$ cat src/rtl/invaders_video_irq.sv
// Space Invaders video scan-out: raster counters, 1-bpp VRAM fetch and serialiser,
// plus the mid-screen (RST 1) and end-of-screen (RST 2) interrupt source.
module invaders_video_irq #(
  parameter int          H_TOTAL      = 320,
  parameter int          H_ACTIVE     = 256,
  parameter int          H_SYNC_START = 272,
  parameter int          H_SYNC_LEN   = 24,
  parameter int          V_TOTAL      = 262,
  parameter int          V_ACTIVE     = 224,
  parameter int          V_SYNC_START = 236,
  parameter int          V_SYNC_LEN   = 4,
  parameter int          MID_LINE     = 96,
  parameter int          END_LINE     = 224,
  parameter logic [15:0] VRAM_BASE    = 16'h2400
) (
  input  logic        clk,
  input  logic        rst,
  input  logic        pix_ce,
  output logic [15:0] vram_addr,
  output logic        vram_rd,
  input  logic [7:0]  vram_data,
  output logic        pixel,
  output logic        de,
  output logic        hsync,
  output logic        vsync,
  input  logic        int_en,
  output logic        int_req,
  input  logic        int_ack,
  output logic [7:0]  int_data
);

  localparam int          HW             = $clog2(H_TOTAL);
  localparam int          VW             = $clog2(V_TOTAL);
  localparam logic [15:0] BYTES_PER_LINE = 16'(H_ACTIVE / 8);

  logic [HW-1:0] hcount_q, hcount_d;
  logic [VW-1:0] vcount_q, vcount_d;
  logic [15:0]   vram_addr_q, vram_addr_d;
  logic          vram_rd_q, rd_dly_q;
  logic [7:0]    hold_q, shift_q, shift_d;
  logic [7:0]    de_pipe_q, hs_pipe_q, vs_pipe_q;
  logic          pend_mid_q, pend_mid_d, pend_end_q, pend_end_d;
  logic          int_req_q;

  logic h_last, v_last, active, fetch, load, hs_raw, vs_raw, set_mid, set_end;

  assign h_last  = int'(hcount_q) == H_TOTAL - 1;
  assign v_last  = int'(vcount_q) == V_TOTAL - 1;
  assign active  = (int'(hcount_q) < H_ACTIVE) && (int'(vcount_q) < V_ACTIVE);
  assign fetch   = pix_ce && active && (hcount_q[2:0] == 3'd0);
  assign load    = pix_ce && active && (hcount_q[2:0] == 3'd7);
  assign hs_raw  = (int'(hcount_q) >= H_SYNC_START) && (int'(hcount_q) < H_SYNC_START + H_SYNC_LEN);
  assign vs_raw  = (int'(vcount_q) >= V_SYNC_START) && (int'(vcount_q) < V_SYNC_START + V_SYNC_LEN);
  assign set_mid = pix_ce && (hcount_q == '0) && (int'(vcount_q) == MID_LINE);
  assign set_end = pix_ce && (hcount_q == '0) && (int'(vcount_q) == END_LINE);

  always_comb begin
    hcount_d    = h_last ? '0 : hcount_q + HW'(1);
    vcount_d    = vcount_q;
    if (h_last) vcount_d = v_last ? '0 : vcount_q + VW'(1);
    shift_d     = load ? hold_q : {1'b0, shift_q[7:1]};
    vram_addr_d = VRAM_BASE + 16'(vcount_q) * BYTES_PER_LINE + 16'(hcount_q >> 3);
  end

  // A set event in the same clk as an ack of that bit must leave it set.
  always_comb begin
    pend_mid_d = pend_mid_q;
    pend_end_d = pend_end_q;
    if (int_ack) begin
      if (pend_end_q) pend_end_d = 1'b0;
      else            pend_mid_d = 1'b0;
    end
    if (set_mid) pend_mid_d = 1'b1;
    if (set_end) pend_end_d = 1'b1;
  end

  always_ff @(posedge clk or posedge rst) begin
    if (rst) begin
      hcount_q    <= '0;
      vcount_q    <= '0;
      vram_addr_q <= '0;
      vram_rd_q   <= 1'b0;
      rd_dly_q    <= 1'b0;
      hold_q      <= '0;
      shift_q     <= '0;
      de_pipe_q   <= '0;
      hs_pipe_q   <= '0;
      vs_pipe_q   <= '0;
      pend_mid_q  <= 1'b0;
      pend_end_q  <= 1'b0;
      int_req_q   <= 1'b0;
    end else begin
      vram_rd_q <= fetch;
      rd_dly_q  <= vram_rd_q;
      if (fetch)    vram_addr_q <= vram_addr_d;
      if (rd_dly_q) hold_q      <= vram_data;
      if (pix_ce) begin
        hcount_q  <= hcount_d;
        vcount_q  <= vcount_d;
        shift_q   <= shift_d;
        de_pipe_q <= {de_pipe_q[6:0], active};
        hs_pipe_q <= {hs_pipe_q[6:0], hs_raw};
        vs_pipe_q <= {vs_pipe_q[6:0], vs_raw};
      end
      pend_mid_q <= pend_mid_d;
      pend_end_q <= pend_end_d;
      int_req_q  <= int_en & (pend_mid_q | pend_end_q);
    end
  end

  always_comb begin
    int_data = 8'h00;
    if (pend_end_q)      int_data = 8'hD7;
    else if (pend_mid_q) int_data = 8'hCF;
  end

  assign vram_addr = vram_addr_q;
  assign vram_rd   = vram_rd_q;
  assign de        = de_pipe_q[7];
  assign pixel     = shift_q[0] & de_pipe_q[7];
  assign hsync     = hs_pipe_q[7];
  assign vsync     = vs_pipe_q[7];
  assign int_req   = int_req_q;

endmodule
$ cat config.mk
export PLATFORM = sky130hd
export DESIGN_NAME = invaders_video_irq
export DESIGN_NICKNAME = d
export VERILOG_FILES = /design/src/rtl/invaders_video_irq.sv
export SDC_FILE = /design/constraint.sdc
export NUM_CORES = 1
export LEC_CHECK = 0
export CAP_MARGIN = 25
export CORE_ASPECT_RATIO = 0.9
export CORE_UTILIZATION = 45
export DETAILED_ROUTE_END_ITERATION = 7
export DONT_BUFFER_PORTS = 1
export PLACE_DENSITY = 0.61
export SYNTH_ARGS = -nofsm -noshare
export SYNTH_HDL_FRONTEND = slang
export SYNTH_SLANG_ARGS = --single-unit
$ cat constraint.sdc
create_clock -name clk -period 6.4 [get_ports clk]
set_input_delay 0.64 -clock clk [delete_from_list [all_inputs] [get_ports clk]]
set_output_delay 0.64 -clock clk [all_outputs]
set_load 0.05 [all_outputs]
After elaboration in Yosys (flattened, before gate mapping)
Cells that the tools add are included.
{"block": "totals", "inputBits": 13, "regBits": 79, "output_inout_bits": 30}
{"block": "op_classes", "add_sub_neg": 4, "n_eq_ne": 6, "bitwise_logic": 3, "reduce_logical": 15, "n_lt_le_gt_ge": 6, "muxes": 10}
{"operator": "9-bit equality test, second input constant", "count": 3}
{"operator": "8-bit 2-to-1 mux", "count": 3}
{"operator": "9-bit by 1-bit adder with 9-bit output, second input constant", "count": 2}
{"operator": "9-bit by 8-bit less-than comparator with 1-bit output, second input constant", "count": 2}
{"operator": "9-bit less-than comparator, second input constant", "count": 2}
{"operator": "9-bit 2-to-1 mux", "count": 2}
{"operator": "15-bit by 6-bit adder with 16-bit output", "count": 1}
{"operator": "14-bit by 14-bit adder with 15-bit output, first input constant", "count": 1}
{"operator": "9-bit by 8-bit equality test with 1-bit output, second input constant", "count": 1}
{"operator": "9-bit by 8-bit >= comparator with 1-bit output, second input constant", "count": 1}
{"operator": "9-bit >= comparator, second input constant", "count": 1}
{"operator": "1-bit logical AND", "count": 9}
{"operator": "9-bit logical NOT", "count": 1}
{"operator": "1-bit 2-to-1 mux", "count": 5}
{"operator": "2-bit AND reduction", "count": 2}
{"operator": "2-bit nonzero test", "count": 2}
{"operator": "3-bit equality test, second input constant", "count": 1}
{"operator": "3-bit logical NOT", "count": 1}
{"operator": "1-bit bitwise AND", "count": 2}
{"operator": "2-bit by 1-bit inequality test with 1-bit output, second input constant", "count": 1}
{"operator": "1-bit OR", "count": 1}

Logic depth before layout (Yosys ltp)
Gate-level depths: netlist of the first run.
{"block": "depth", "depth_word": 5, "depth_mapped": 7, "depth_no_buf": 6}

Least setup slack after synthesis of the first run
OpenSTA, ideal clock, no wires.
{"block": "synth_path", "path_type": "in2reg", "startpoint": "input port pix_ce", "endpoint": "register vram_addr_q[4], in the netlist vram_addr[4]", "t_required_ps": 6275, "arrival_time_ps": 1746, "stages": 5, "setup_time_ps": 125, "path_buffers": 2, "path_slack_ps": 4529, "cell_sequence": "buf_4 nor3b_2 nand3_2 buf_2 mux2_4"}
{"block": "synth_between", "elab_chain_cells": 2}
{"element": "start, declared", "line": "18", "source": "input logic pix_ce,"}
{"element": "1-bit logical AND (2 in series)", "line": "50", "source": "assign fetch = pix_ce && active && (hcount_q[2:0] == 3'd0);"}
{"element": "end signal, assigned", "line": "95", "source": "if (fetch) vram_addr_q <= vram_addr_d;"}
{"element": "end, declared", "line": "38", "source": "logic [15:0] vram_addr_q, vram_addr_d;"}
Every way passes these cells.
A chain may end at the register's enable or synchronous reset.

Final worst setup path of the first run
{"block": "layout_path", "startpoint": "register pend_end_q", "endpoint": "output port int_data[0]"}
{"block": "layout_between", "elab_chain_cells": 1}
{"element": "start, declared", "line": "42", "source": "logic pend_mid_q, pend_mid_d, pend_end_q, pend_end_d;"}
{"element": "start signal, assigned", "line": "106", "source": "pend_end_q <= pend_end_d;"}
{"element": "8-bit 2-to-1 mux", "line": "113", "source": "if (pend_end_q) int_data = 8'hD7;"}
{"element": "end, declared", "line": "29", "source": "output logic [7:0] int_data"}
Every way passes these cells.

==> results of run 1 <==
## cell type report
cell class / instances / area [um^2] / area share (%)
clock inverters: 6 / 70.1 / 1.87
clock buffers: 10 / 128 / 3.41
repair buffers: 2 / 15.0 / 0.402
flip-flops and latches: 78 / 1950 / 52.2
multi-input cells: 188 / 1400 / 37.3
well taps: 96 / 120 / 3.21
inverters: 15 / 57.6 / 1.54
## worst max-delay path, cell delays in order (launching register included)
cell,delay (ns)
sky130_fd_sc_hd__dfrtp_1,0.69
sky130_fd_sc_hd__or2_2,0.20
sky130_fd_sc_hd__buf_4,0.56
## power groups by stage
stage	combinational (uW)	sequential, uW	clock, uW
2_1_floorplan	100	579	0
3_3_place_gp	97.6	597	0
3_5_place_dp	99.8	598	0
4_1_cts	100	588	380
5_1_grt	112	595	399
6_report	97.8	588	366
## sequential cells by signal, summed over array words and instances (netlist names)
signal      cells
de_pipe_q       8
hcount_q        9
hold_q          8
hs_pipe_q       8
int_req         1
pend_end_q      1
pend_mid_q      1
rd_dly_q        1
shift_q         8
vcount_q        9
vram_addr      15
vram_rd         1
vs_pipe_q       8
## placed cells by master, fill, tap and decap left out, types with 2 or more instances in the layout
cell                         synthesis  routed
sky130_fd_sc_hd__a21oi_1            11      11
sky130_fd_sc_hd__a22o_1              2       2
sky130_fd_sc_hd__and2_1              2       2
sky130_fd_sc_hd__and3_1              3       3
sky130_fd_sc_hd__buf_4               8       2
sky130_fd_sc_hd__clkbuf_8            0       9
sky130_fd_sc_hd__clkinvlp_4          0       3
sky130_fd_sc_hd__conb_1              1       2
sky130_fd_sc_hd__dfrtp_1            78      78
sky130_fd_sc_hd__ha_1                8       8
sky130_fd_sc_hd__inv_1              15      14
sky130_fd_sc_hd__inv_6               0       2
sky130_fd_sc_hd__mux2_2             33      33
sky130_fd_sc_hd__mux2_4              2       2
sky130_fd_sc_hd__mux2i_1             9       9
sky130_fd_sc_hd__nand2_1            23      23
sky130_fd_sc_hd__nand3_1            13      13
sky130_fd_sc_hd__nand3_2             2       2
sky130_fd_sc_hd__nand4_1             9       9
sky130_fd_sc_hd__nor2_1             15      15
sky130_fd_sc_hd__nor2b_1             2       2
sky130_fd_sc_hd__o21ai_0            13      13
sky130_fd_sc_hd__o21ai_1             3       3
sky130_fd_sc_hd__o2bb2ai_1           3       3
sky130_fd_sc_hd__xnor2_1             7       7
sky130_fd_sc_hd__xor2_1              7       7
## cells by family (layout without fill, tap and decap cells)
family                     count (synthesis)  in the layout  share of synthesized area [%]
and+or+nand+nor                           82             82                           12.8
DFF                                       78             78                           55.4
muxes                                     44             44                           13.9
buffers and inverters                     39             33                           5.18
AOI/OAI and AO/OA                         38             38                           6.32
xor gates and xnor gates                  14             14                           3.48
adders and majority gates                  8              8                           2.84
other                                      1              2                          0.106
## worst min-delay path by stage
| stage | to | slack (ns) | cells after the start |
|---|---|---|---|
| 2_1_floorplan | hs_pipe_q[0] | 0.45 | 1 |
| 3_3_place_gp | shift_q[7] | 0.48 | 1 |
| 3_5_place_dp | shift_q[7] | 0.48 | 1 |
| 4_1_cts | int_req | 0.17 | 1 |
| 5_1_grt | int_req | 0.18 | 1 |
| 6_report | int_req | 0.16 | 1 |
## per-stage QoR
step                      total power (uW)  cell area, um^2
final                                 1050             3740
after global routing                  1110             3740
after CTS                             1070             3740
after detailed placement               698             3540
after global placement                 695             3540
after floorplan                        679             3530
## routing by layer
layer | wire, um | global-route usage [%]
met1 | 2770 | 21.3
met2 | 2490 | 22.1
met3 | 314 | 6.56
met4 | 70 | 5.23
met5 | 0 | 0
==> impl_metrics.yaml, run 1 <==
global_routing:
  antenna_found_initial: 0
  grt.total_usage_pct: 15.5
  number_of_global_route_vias_before_repair: 2018
  global_route_wire_length_before_repair_um: 9630
  grt_max_degree: 52
  grt.overflow.total: 0
worst_setup_path:
  critPathKind: "reg -> out"
  worst_ep_required_time_ns: 5.76
  path_max_fanout: 6
  crit_end_category: "primary output"
  timing.reg2reg.setup_slack_ns: 4.45
  startpoint_type: "flip-flop"
  crit_path_end: "int_data[0]"
  timing.critical_path.from: "pend_end_q"
  launch_instance_of_the_worst_register_to_register_path: "hcount_q[8]"
  rr_endpoint: "vram_addr[5]"
  cp_data_arrival_time_ns: 1.80
  rr_worst_depth: 3
cts:
  clock_tree.root_cell: "sky130_fd_sc_hd__clkbuf_8"
  cts.hold.buffers_added: 0
  clock_tree.htree_level_count: 3
  cts_tree: "built"
  cts-root-to-sink-buffers: 2
  setup_bufs_post_cts: 0
  cts_inserted_buffers: 9
  cts_sinks: 78
  clk-insertion-delay-late_ns: 0.35
  clock_edge_transition_at_the_registers_on_the_reported_setup_and_hold_paths_ns: 0.08
  cts.repair.resized: 0
yosys:
  mean_area_per_synthesized_cell_um2: 11.6
  total_of_flip_flops_plus_latches_after_synthesis: 78
  ys_warn_count: 0
  synthDominantAreaCellType: "sky130_fd_sc_hd__dfrtp_1"
  count_of_flip_flops_with_a_built_in_enable_after_synthesis: 0
  synth_cell_type_count: 44
  synth-seq-area-share_pct: 55.4
  yosys-top-cells-area: "sky130_fd_sc_hd__dfrtp_1 55%, sky130_fd_sc_hd__mux2_2 11%, sky130_fd_sc_hd__ha_1 2.8%, sky130_fd_sc_hd__mux2i_1 2.6%, sky130_fd_sc_hd__nand2_1 2.4%"
  synth_largest_type_area_fraction_pct: 55.4
  synth.most_common_cell: "sky130_fd_sc_hd__dfrtp_1"
  postSynthCellCount: 304
  synth.cells.most_frequent: "78 x sky130_fd_sc_hd__dfrtp_1, 33 x sky130_fd_sc_hd__mux2_2, 23 x sky130_fd_sc_hd__nand2_1, 15 x sky130_fd_sc_hd__inv_1, 15 x sky130_fd_sc_hd__nor2_1"
  postSynth.asyncResetShare_pct: 100
  netlist_area_mm2: 0.00353
  ys.flop_type: "sky130_fd_sc_hd__dfrtp_1"
sta:
  worst_slew_pin_slew_ns: 0.929
  slew-limit-headroom_pct: 37.9
  setup_viol: 0
  worst_hold_margin_ns: 0.165
  finalWorstPathRequiredPeriod_ns: 2.44
  layout_worst_path_cycle_share_pct: 38.2
  max_clock_freq_mhz: 409
  worst_clock_skew_ns: 0.00683
  finalMaxSlewViolations: 0
  hold_violations: 0
  post-route-worst-setup-slack_ns: 3.96
  rsz0062_at_grt: "no"
  finalSetupTns_ns: 0
layout:
  area_delta_synth_final_pct: 6.00
  num-fill-cells: 711
  nNetsFinal: 315
  post_route_cells_drive_above_1_share_pct: 20.7
  postLayoutCoreUtil_pct: 49.3
  insertedDiodeCount: 0
  stdcell_count: 395
job:
  max_cap_viol_count: 0
place:
  minimum_setup_slack_after_placement_ns: 4.33
  hpwlAfterDp_um: 3740
  port-buffer-count: 0
  place.detailed.instances: 379
  finalWeightedCongestion: 0.794
floorplanning:
  dieArea_mm2: 0.00819
  die_x_um: 95.3
  initial_utilization_pct: 46.5
  core_mm2: 0.00758
  die_h_um: 86.0
  ios: 43
  row_count: 30
detailed_routing:
  first_iter_violations: 74
  drt_pass1_iterations: 4
  routed-via-count: 2095
  route.detailed.wl_per_inst_um: 14.3
  routed_wirelength_um: 5650
  avgViaCountPerCell: 5.30
  drcViolationCount: 0
  residual_antenna_violating_net_count_after_detailed_routing: 0
power:
  p_int_uw: 768
  power_density_mw_per_mm2: 281
  vdd.ir_drop.worst_v: 0.000119
  netSwitchingFraction_pct: 27.0
  clock_power_share_pct: 34.8
  switching_power_uw: 284
  comb_power_share_pct: 9.3
  power_frac_seq_pct: 55.9
  power.static_leakage_uw: 0.00183
outcome:
  outcome: "finished, final reports clean"
worst_hold_path:
  holdCritPathClass: "in -> async"
(Power assumes the default switching activity.)
==> run 2: changes to the inputs <==
==> constraint.sdc (replaced) <==
create_clock -name clk -period 2.4 [get_ports clk]
set_input_delay 0.24 -clock clk [delete_from_list [all_inputs] [get_ports clk]]
set_output_delay 0.24 -clock clk [all_outputs]
set_load 0.05 [all_outputs]
==> run 2 against run 1 <==
  * Core utilization grew 0.78 points
  * Clock power rose to 2.7 times the previous value
  * Final cell count up 1.3%
==> impl_metrics.yaml, run 2 (same netlist as run 1, synthesis figures left out) <==
detailed_routing:
  routed-via-count: 2112
  drt_pass1_iterations: 4
  avgViaCountPerCell: 5.28
  route.detailed.wl_per_inst_um: 14.8
  first_iter_violations: 121
  residual_antenna_violating_net_count_after_detailed_routing: 0
  drcViolationCount: 0
  routed_wirelength_um: 5910
sta:
  finalWorstPathRequiredPeriod_ns: 2.04
  hold_violations: 0
  max_clock_freq_mhz: 489
  layout_worst_path_cycle_share_pct: 85.2
  slew-limit-headroom_pct: 54.3
  worst_hold_margin_ns: 0.0163
  finalSetupTns_ns: 0
  worst_clock_skew_ns: 0.00745
  worst_slew_pin_slew_ns: 0.686
  setup_viol: 0
  rsz0062_at_grt: "no"
  finalMaxSlewViolations: 0
worst_setup_path:
  worst_ep_required_time_ns: 2.16
  critical_path_s_slowest_cell: "sky130_fd_sc_hd__dfrtp_1"
  timing.critical_path.max_delay_family: "flip-flops"
  crit_end_category: "primary output"
  worst-path-buf-inv: 1
  crit_path_max_incr_delay_ns: 0.69
  critPathKind: "reg -> out"
  cp_data_arrival_time_ns: 1.80
  worstPathCellList: "or2_2, buf_4"
  path_max_fanout: 6
  timing.reg2reg.setup_slack_ns: 0.47
  startpoint_type: "flip-flop"
floorplanning:
  row_count: 30
  ios: 43
  dieArea_mm2: 0.00819
  core_mm2: 0.00758
  initial_utilization_pct: 46.5
  die_x_um: 95.3
  die_h_um: 86.0
cts:
  cts_tree: "built"
  cts_sinks: 78
  cts.repair.resized: 0
  clock_tree.root_cell: "sky130_fd_sc_hd__clkbuf_8"
  clk-insertion-delay-late_ns: 0.35
  cts_inserted_buffers: 9
  cts-root-to-sink-buffers: 2
  clock_tree.htree_level_count: 3
  clock_edge_transition_at_the_registers_on_the_reported_setup_and_hold_paths_ns: 0.08
layout:
  area_delta_synth_final_pct: 7.66
  most_common_library_cell_in_the_layout_ignoring_fill_and_taps: "sky130_fd_sc_hd__dfrtp_1"
  post_route_cells_drive_above_1_share_pct: 21.1
  max_reg_flops: 15
  finished_layout_cell_area_mm2: 0.00380
  nNetsFinal: 320
  insertedDiodeCount: 0
  multi_input_comb_area_mm2: 0.00140
  layout_common_cells: "78 x sky130_fd_sc_hd__dfrtp_1, 33 x sky130_fd_sc_hd__mux2_2, 23 x sky130_fd_sc_hd__nand2_1"
  area.sequential_mm2: 0.00195
  num-fill-cells: 689
place:
  finalWeightedCongestion: 0.779
  hpwlAfterDp_um: 3820
  port-buffer-count: 0
  placement.cell_area_mm2: 0.00357
global_routing:
  grt.overflow.total: 0
  grt.total_usage_pct: 16.4
  global_route_wire_length_before_repair_um: 10100
  number_of_global_route_vias_before_repair: 2040
  grt_max_degree: 64
  antenna_found_initial: 0
power:
  power_density_mw_per_mm2: 744
  power.static_leakage_uw: 0.00186
  vdd.ir_drop.worst_v: 0.000303
  clock_power_share_pct: 34.9
  switching_power_uw: 773
  power_frac_seq_pct: 55.6
  p_int_uw: 2050
  netSwitchingFraction_pct: 27.4
  comb_power_share_pct: 9.6
outcome:
  outcome: "finished, final reports clean"
worst_hold_path:
  holdCritPathClass: "in -> reg"
job:
  max_cap_viol_count: 0
run 2: final cells by class:
type	count	share of cell area (%)
sequential	78	51.4
multi-input combinational	188	36.8
clock buffer	10	3.36
tap	96	3.16
timing repair buffer	7	1.91
clock inverter	6	1.88
inverter	15	1.52
run 2: path summary, 6_finish.rpt:
check,startpoint,to,cells past startpoint
worst max-delay path,pend_end_q,int_data[0],2
worst min-delay path,pix_ce,hcount_q[1],1
worst max register to register,hcount_q[0],vram_addr[5],5
worst min register to register,shift_q[7],shift_q[7],1
max in group asynchronous,rst,vcount_q[0],3
min in group asynchronous,rst,vs_pipe_q[7],2
run 2: stage by stage:
| step | power [uW] | setup slack, ns | instances | utilization, % |
|---|---|---|---|---|
| final | 2830 | 0.356 | 400 | 50.1 |
| after global routing | 2990 | 0.258 | 400 | 50.1 |
| after CTS | 2860 | 0.336 | 400 | 50.1 |
| after detailed placement | 1870 | 0.457 | 381 | 47.0 |
| after global placement | 1850 | 0.549 | 381 | 47.0 |
| after floorplan | 1810 | 0.165 | 305 | - |
run 2: power by group through the flow:
stage	logic, uW	registers, uW	clock network [uW]
floorplan	268	1540	0
global placement	263	1590	0
detailed placement	269	1600	0
CTS	277	1570	1010
global route	317	1590	1080
finish	271	1570	985
run 2: timing repair:
item	in CTS	in global routing
hold buffers	3	0
hold endpoints to repair	24	0
setup buffers	0	0
setup endpoints to repair	0	0
run 2: layer usage:
| layer | track usage, % | part of all wire, % |
|---|---|---|
| met1 | 23.5 | 50 |
| met2 | 22.3 | 43 |
| met3 | 5.32 | 5.1 |
| met4 | 7.30 | 1.4 |
| met5 | 0 | 0 |
